$ cat config.mk
export PLATFORM = sky130hd
export DESIGN_NAME = key_debounce
export DESIGN_NICKNAME = d
export VERILOG_FILES = /design/src/rtl/key_debounce.sv
export SDC_FILE = /design/constraint.sdc
export NUM_CORES = 1
export LEC_CHECK = 0
export ABC_AREA = 1
export CAP_MARGIN = 0
export CORE_ASPECT_RATIO = 1.5
export CORE_MARGIN = 1
export CORE_UTILIZATION = 45
export DETAILED_ROUTE_END_ITERATION = 7
export GPL_TIMING_DRIVEN = 0
export SKIP_LAST_GASP = 1
export SLEW_MARGIN = 20
export SYNTH_ARGS = -nofsm -noshare
export SYNTH_HDL_FRONTEND = slang
export SYNTH_SLANG_ARGS = --single-unit
$ cat constraint.sdc
create_clock -name clk -period 1.85 [get_ports clk]
set_input_delay 0.4625 -clock clk [delete_from_list [all_inputs] [get_ports clk]]
set_output_delay 0.4625 -clock clk [all_outputs]
set_load 0.005 [all_outputs]
$ cat src/rtl/key_debounce.sv
// Debounced push-button: 2-flop synchronizer, four-state debounce FSM, registered pulses/levels.
// Optional long-press detection is compiled in when LONG_PRESS_EN is defined.
module key_debounce #(
  parameter int unsigned DEBOUNCE_CYCLES = 16,
  parameter bit          INV_BTN         = 1'b0,
  parameter int unsigned LONG_CYCLES     = 1000000
) (
  input  logic clk,
  input  logic rst,
  input  logic key_i,
  output logic key_o,
  output logic press_o,
  output logic release_o,
  output logic toggle_o,
  output logic long_o
);

  localparam logic [15:0] CntLast = 16'(DEBOUNCE_CYCLES - 1);

  typedef enum logic [1:0] {
    StReleased,
    StPressCheck,
    StPressed,
    StReleaseCheck
  } state_e;

  state_e      state_q, state_d;
  logic [15:0] cnt_q, cnt_d;
  logic        sync1_q, sync2_q;
  logic        key_s;
  logic        key_q, key_d;
  logic        press_q, press_d;
  logic        release_q, release_d;
  logic        toggle_q, toggle_d;

  // Synchronizer resets to the idle pin level so key_s reads 0 in reset.
  always_ff @(posedge clk or posedge rst) begin
    if (rst) begin
      sync1_q <= INV_BTN;
      sync2_q <= INV_BTN;
    end else begin
      sync1_q <= key_i;
      sync2_q <= sync1_q;
    end
  end

  assign key_s = sync2_q ^ INV_BTN;

  always_comb begin
    state_d   = state_q;
    cnt_d     = cnt_q;
    press_d   = 1'b0;
    release_d = 1'b0;
    unique case (state_q)
      StReleased: begin
        if (key_s) begin
          state_d = StPressCheck;
          cnt_d   = '0;
        end
      end
      StPressCheck: begin
        if (!key_s) begin
          state_d = StReleased;
        end else if (cnt_q == CntLast) begin
          state_d = StPressed;
          press_d = 1'b1;
        end else begin
          cnt_d = cnt_q + 16'd1;
        end
      end
      StPressed: begin
        if (!key_s) begin
          state_d = StReleaseCheck;
          cnt_d   = '0;
        end
      end
      StReleaseCheck: begin
        if (key_s) begin
          state_d = StPressed;
        end else if (cnt_q == CntLast) begin
          state_d   = StReleased;
          release_d = 1'b1;
        end else begin
          cnt_d = cnt_q + 16'd1;
        end
      end
      default: state_d = StReleased;
    endcase
    key_d    = (state_d == StPressed) || (state_d == StReleaseCheck);
    toggle_d = toggle_q ^ press_d;
  end

  always_ff @(posedge clk or posedge rst) begin
    if (rst) begin
      state_q   <= StReleased;
      cnt_q     <= '0;
      key_q     <= 1'b0;
      press_q   <= 1'b0;
      release_q <= 1'b0;
      toggle_q  <= 1'b0;
    end else begin
      state_q   <= state_d;
      cnt_q     <= cnt_d;
      key_q     <= key_d;
      press_q   <= press_d;
      release_q <= release_d;
      toggle_q  <= toggle_d;
    end
  end

  assign key_o     = key_q;
  assign press_o   = press_q;
  assign release_o = release_q;
  assign toggle_o  = toggle_q;

`ifdef LONG_PRESS_EN
  localparam logic [31:0] HoldMax  = 32'(LONG_CYCLES);
  localparam logic [31:0] HoldLast = 32'(LONG_CYCLES - 1);

  logic [31:0] hold_q, hold_d;
  logic        long_q, long_d;

  // Only a fresh press clears the count; a release glitch back to StPressed keeps it.
  always_comb begin
    hold_d = hold_q;
    long_d = 1'b0;
    if (press_d) begin
      hold_d = '0;
    end else if (((state_q == StPressed) || (state_q == StReleaseCheck)) &&
                 (hold_q < HoldMax)) begin
      hold_d = hold_q + 32'd1;
      long_d = (hold_d == HoldLast);
    end
  end

  always_ff @(posedge clk or posedge rst) begin
    if (rst) begin
      hold_q <= '0;
      long_q <= 1'b0;
    end else begin
      hold_q <= hold_d;
      long_q <= long_d;
    end
  end

  assign long_o = long_q;
`else
  assign long_o = 1'b0;
`endif

endmodule

==> impl_metrics.py <==
metrics = {
    "sta": {
        "skew_ns": 0.00201,
        "finalSetupViolCount": 0,
        "max_slew_margin": 0.402,
        "fmax_ghz": 0.581,
        "rsz0062_at_grt": "no",
        "hold_viol_final": 0,
        "slew_violations": 0,
        "worst_pin_slew_ns": 0.897,
        "period_needed_ns": 1.72,
        "hold_ws_ns": 0.372,
        "period_share": 0.931,
    },
    "layout": {
        "nNetsFinal": 203,
        "antenna_cells": 0,
        "layout_common_cells": "nand2_1 (52), nor2_1 (24), nand3_1 (24)",
        "layoutNonFillerInstCount": 237,
        "final_common_cell": "nand2_1",
        "final_layout_size_suffix_gt1_frac": 0.136,
        "areaGrowthSynthToFinish_pct": 12.5,
    },
    "floorplan": {
        "core_area_um2": 2910,
        "io_pins": 8,
        "start_util": 0.476,
        "die_area_um2": 3310,
        "die_x_um": 47.3,
        "num_rows": 24,
        "die_y_um": 70.0,
    },
    "logic_synthesis": {
        "syn_nets": 190,
        "ys_ff_latch": 23,
        "yosys_warnings": 0,
        "netlist_instances": 186,
        "synth-seq-area-share": 0.415,
        "synth_cell_types": 21,
        "synth_area_per_cell_um2": 7.45,
        "synthesis.area_um2": 1390,
    },
    "drt": {
        "ant_nets": 0,
        "wirelength_met1_um": 1220,
        "wirelength_um": 3160,
        "avgRoutedWirePerCell_um": 13.3,
        "wl_met2_um": 1710,
        "post_drt_via_cell_ratio": 5.21,
        "highest_layer": "met4",
        "drc_errors": 0,
        "vias": 1235,
        "wl_met3_um": 138,
        "dr.first_iter.drc_count": 34,
        "drtPass1Iterations": 4,
    },
    "worst_setup_path": {
        "startpoint": "cnt_q[0]",
        "path_class": "reg -> reg",
        "crit_family": "simple AND/OR/NAND/NOR gates",
        "path_max_fanout": 10,
        "cp_num_buf_inv": 2,
        "endpoint_kind": "flip-flop",
        "arrival_ns": 1.88,
        "crit_chain": "ha_2 -> nand2_2 -> nor2_1 -> nand2_1 -> nor2_4 -> nor2_4 -> inv_8 -> buf_8 -> nand2_1 -> o21ai_2",
        "reg2reg_from": "cnt_q[0]",
        "slowest_delay_ns": 0.45,
        "cp.required_ns": 2.01,
        "cp_slowest_cell": "dfrtp_2",
        "startpoint_type": "flip-flop",
    },
    "min_path": {
        "hp-class": "reg -> reg",
        "min_from": "sync1_q",
    },
    "cts": {
        "path_clk_slew_ns": 0.08,
        "hold_buffers": 0,
        "h-tree-depth": 1,
        "cts_tree": "done",
        "clkSinkCount": 23,
        "cts_buffer_depth": 2,
        "clk_latency_ns": 0.27,
        "cts-root-buf": "clkbuf_8",
        "cts_inserted_buffers": 3,
    },
    "place": {
        "dpl.cell_count": 231,
        "dpl.hpwl_um": 2330,
        "io_buffers": 6,
        "place.gp.congestion": 0.860,
    },
    "global_routing": {
        "overflow": 0,
        "grt_pass1_vias": 1277,
        "antenna_found_initial": 0,
        "grt_max_degree": 24,
        "grt_first_pass_wirelength_um": 5490,
        "grt_usage": 0.228,
    },
    "power_and_ir_drop": {
        "leakage_nw": 0.704,
        "ir_worst_vdd_uv": 381,
        "powerDensity_nw_per_um2": 595,
    },
    "status": {
        "run_status": "finished, final reports clean",
    },
    "flow_run": {
        "cap_violations": 0,
    },
}
Yosys cell counts:
master    number  area share
nand2_1       52        0.14
nand3_1       24       0.087
nor2_1        24       0.065
dfrtp_1       23        0.42
inv_1         22       0.060
o21ai_2       11       0.069
nand4_1        7       0.032
o21ai_0        7       0.025
nand2_2        2      0.0090
nor2_4         2       0.016
xor2_1         2       0.013
buf_1          1      0.0027
buf_12         1       0.014
buf_2          1      0.0036
buf_4          1      0.0054
buf_8          1       0.011
conb_1         1      0.0027
ha_1           1      0.0090
inv_8          1      0.0081
nand3b_1       1      0.0054
xnor2_1        1      0.0063
final cells by class:
class	count	area, um^2
Sequential cell	23	577
Multi-Input combinational cell	135	668
Fill cell	305	1350
Tap cell	39	48.8
Timing Repair Buffer	8	75.1
Buffer	5	51.3
Clock buffer	4	45.0
Inverter	23	93.8
report_power, final:
group | switching, mW | internal (mW)
combinational | 0.0497 | 0.0291
sequential | 0.0123 | 0.514
clock | 0.169 | 0.154
what timing repair did:
item | in CTS | in global routing
pin swaps | 1 | 0
buffers inserted | 2 | 0
setup endpoints to repair | 11 | 15
resized for setup | 0 | 2
routing by layer:
metal  vias to the layer above  global-route usage
li1                        617                   -
met1                       574               0.276
met2                        33               0.371
met3                        11              0.0310
met4                         0               0.114
met5                         -                   0
state kept, by name, indices dropped and copies added (netlist names):
| name | cells |
|---|---|
| sync1_q | 1 |
| cnt_q | 16 |
| state_q | 1 |
| key_o | 1 |
| press_o | 1 |
| key_s | 1 |
| release_o | 1 |
| toggle_o | 1 |
per-stage QoR:
stage	setup WS [ns]	utilization	TNS, ns	total power [mW]	instance area (um^2)
after floorplan	0.277	-	0	0.588	1390
after CTS	0.0834	0.534	0	0.932	1560
after detailed placement	-0.00124	0.513	-0.00218	0.612	1500
after global routing	0.0109	0.535	0	0.969	1560
after global placement	0.0120	0.513	0	0.608	1500
final	0.128	0.535	0	0.927	1560
worst paths after layout:
kind	endpoint	slack [ns]	depth (start not counted)
setup reg to reg	cnt_q[6]	0.13	10
max in group asynchronous	cnt_q[0]	0.56	2
hold reg to reg	key_s	0.37	0
min in group asynchronous	cnt_q[3]	0.68	2
setup / recovery	cnt_q[6]	0.13	10
hold / removal	key_s	0.37	0
kinds of logic after synthesis:
group	Yosys count	synth area share
compound gates	18	0.0948
buf+inv	28	0.105
other cells	1	0.00270
flops	23	0.415
fa+ha+maj	1	0.00902
xor+xnor	3	0.0190
simple gates	112	0.355
(Power assumes the default switching activity.)
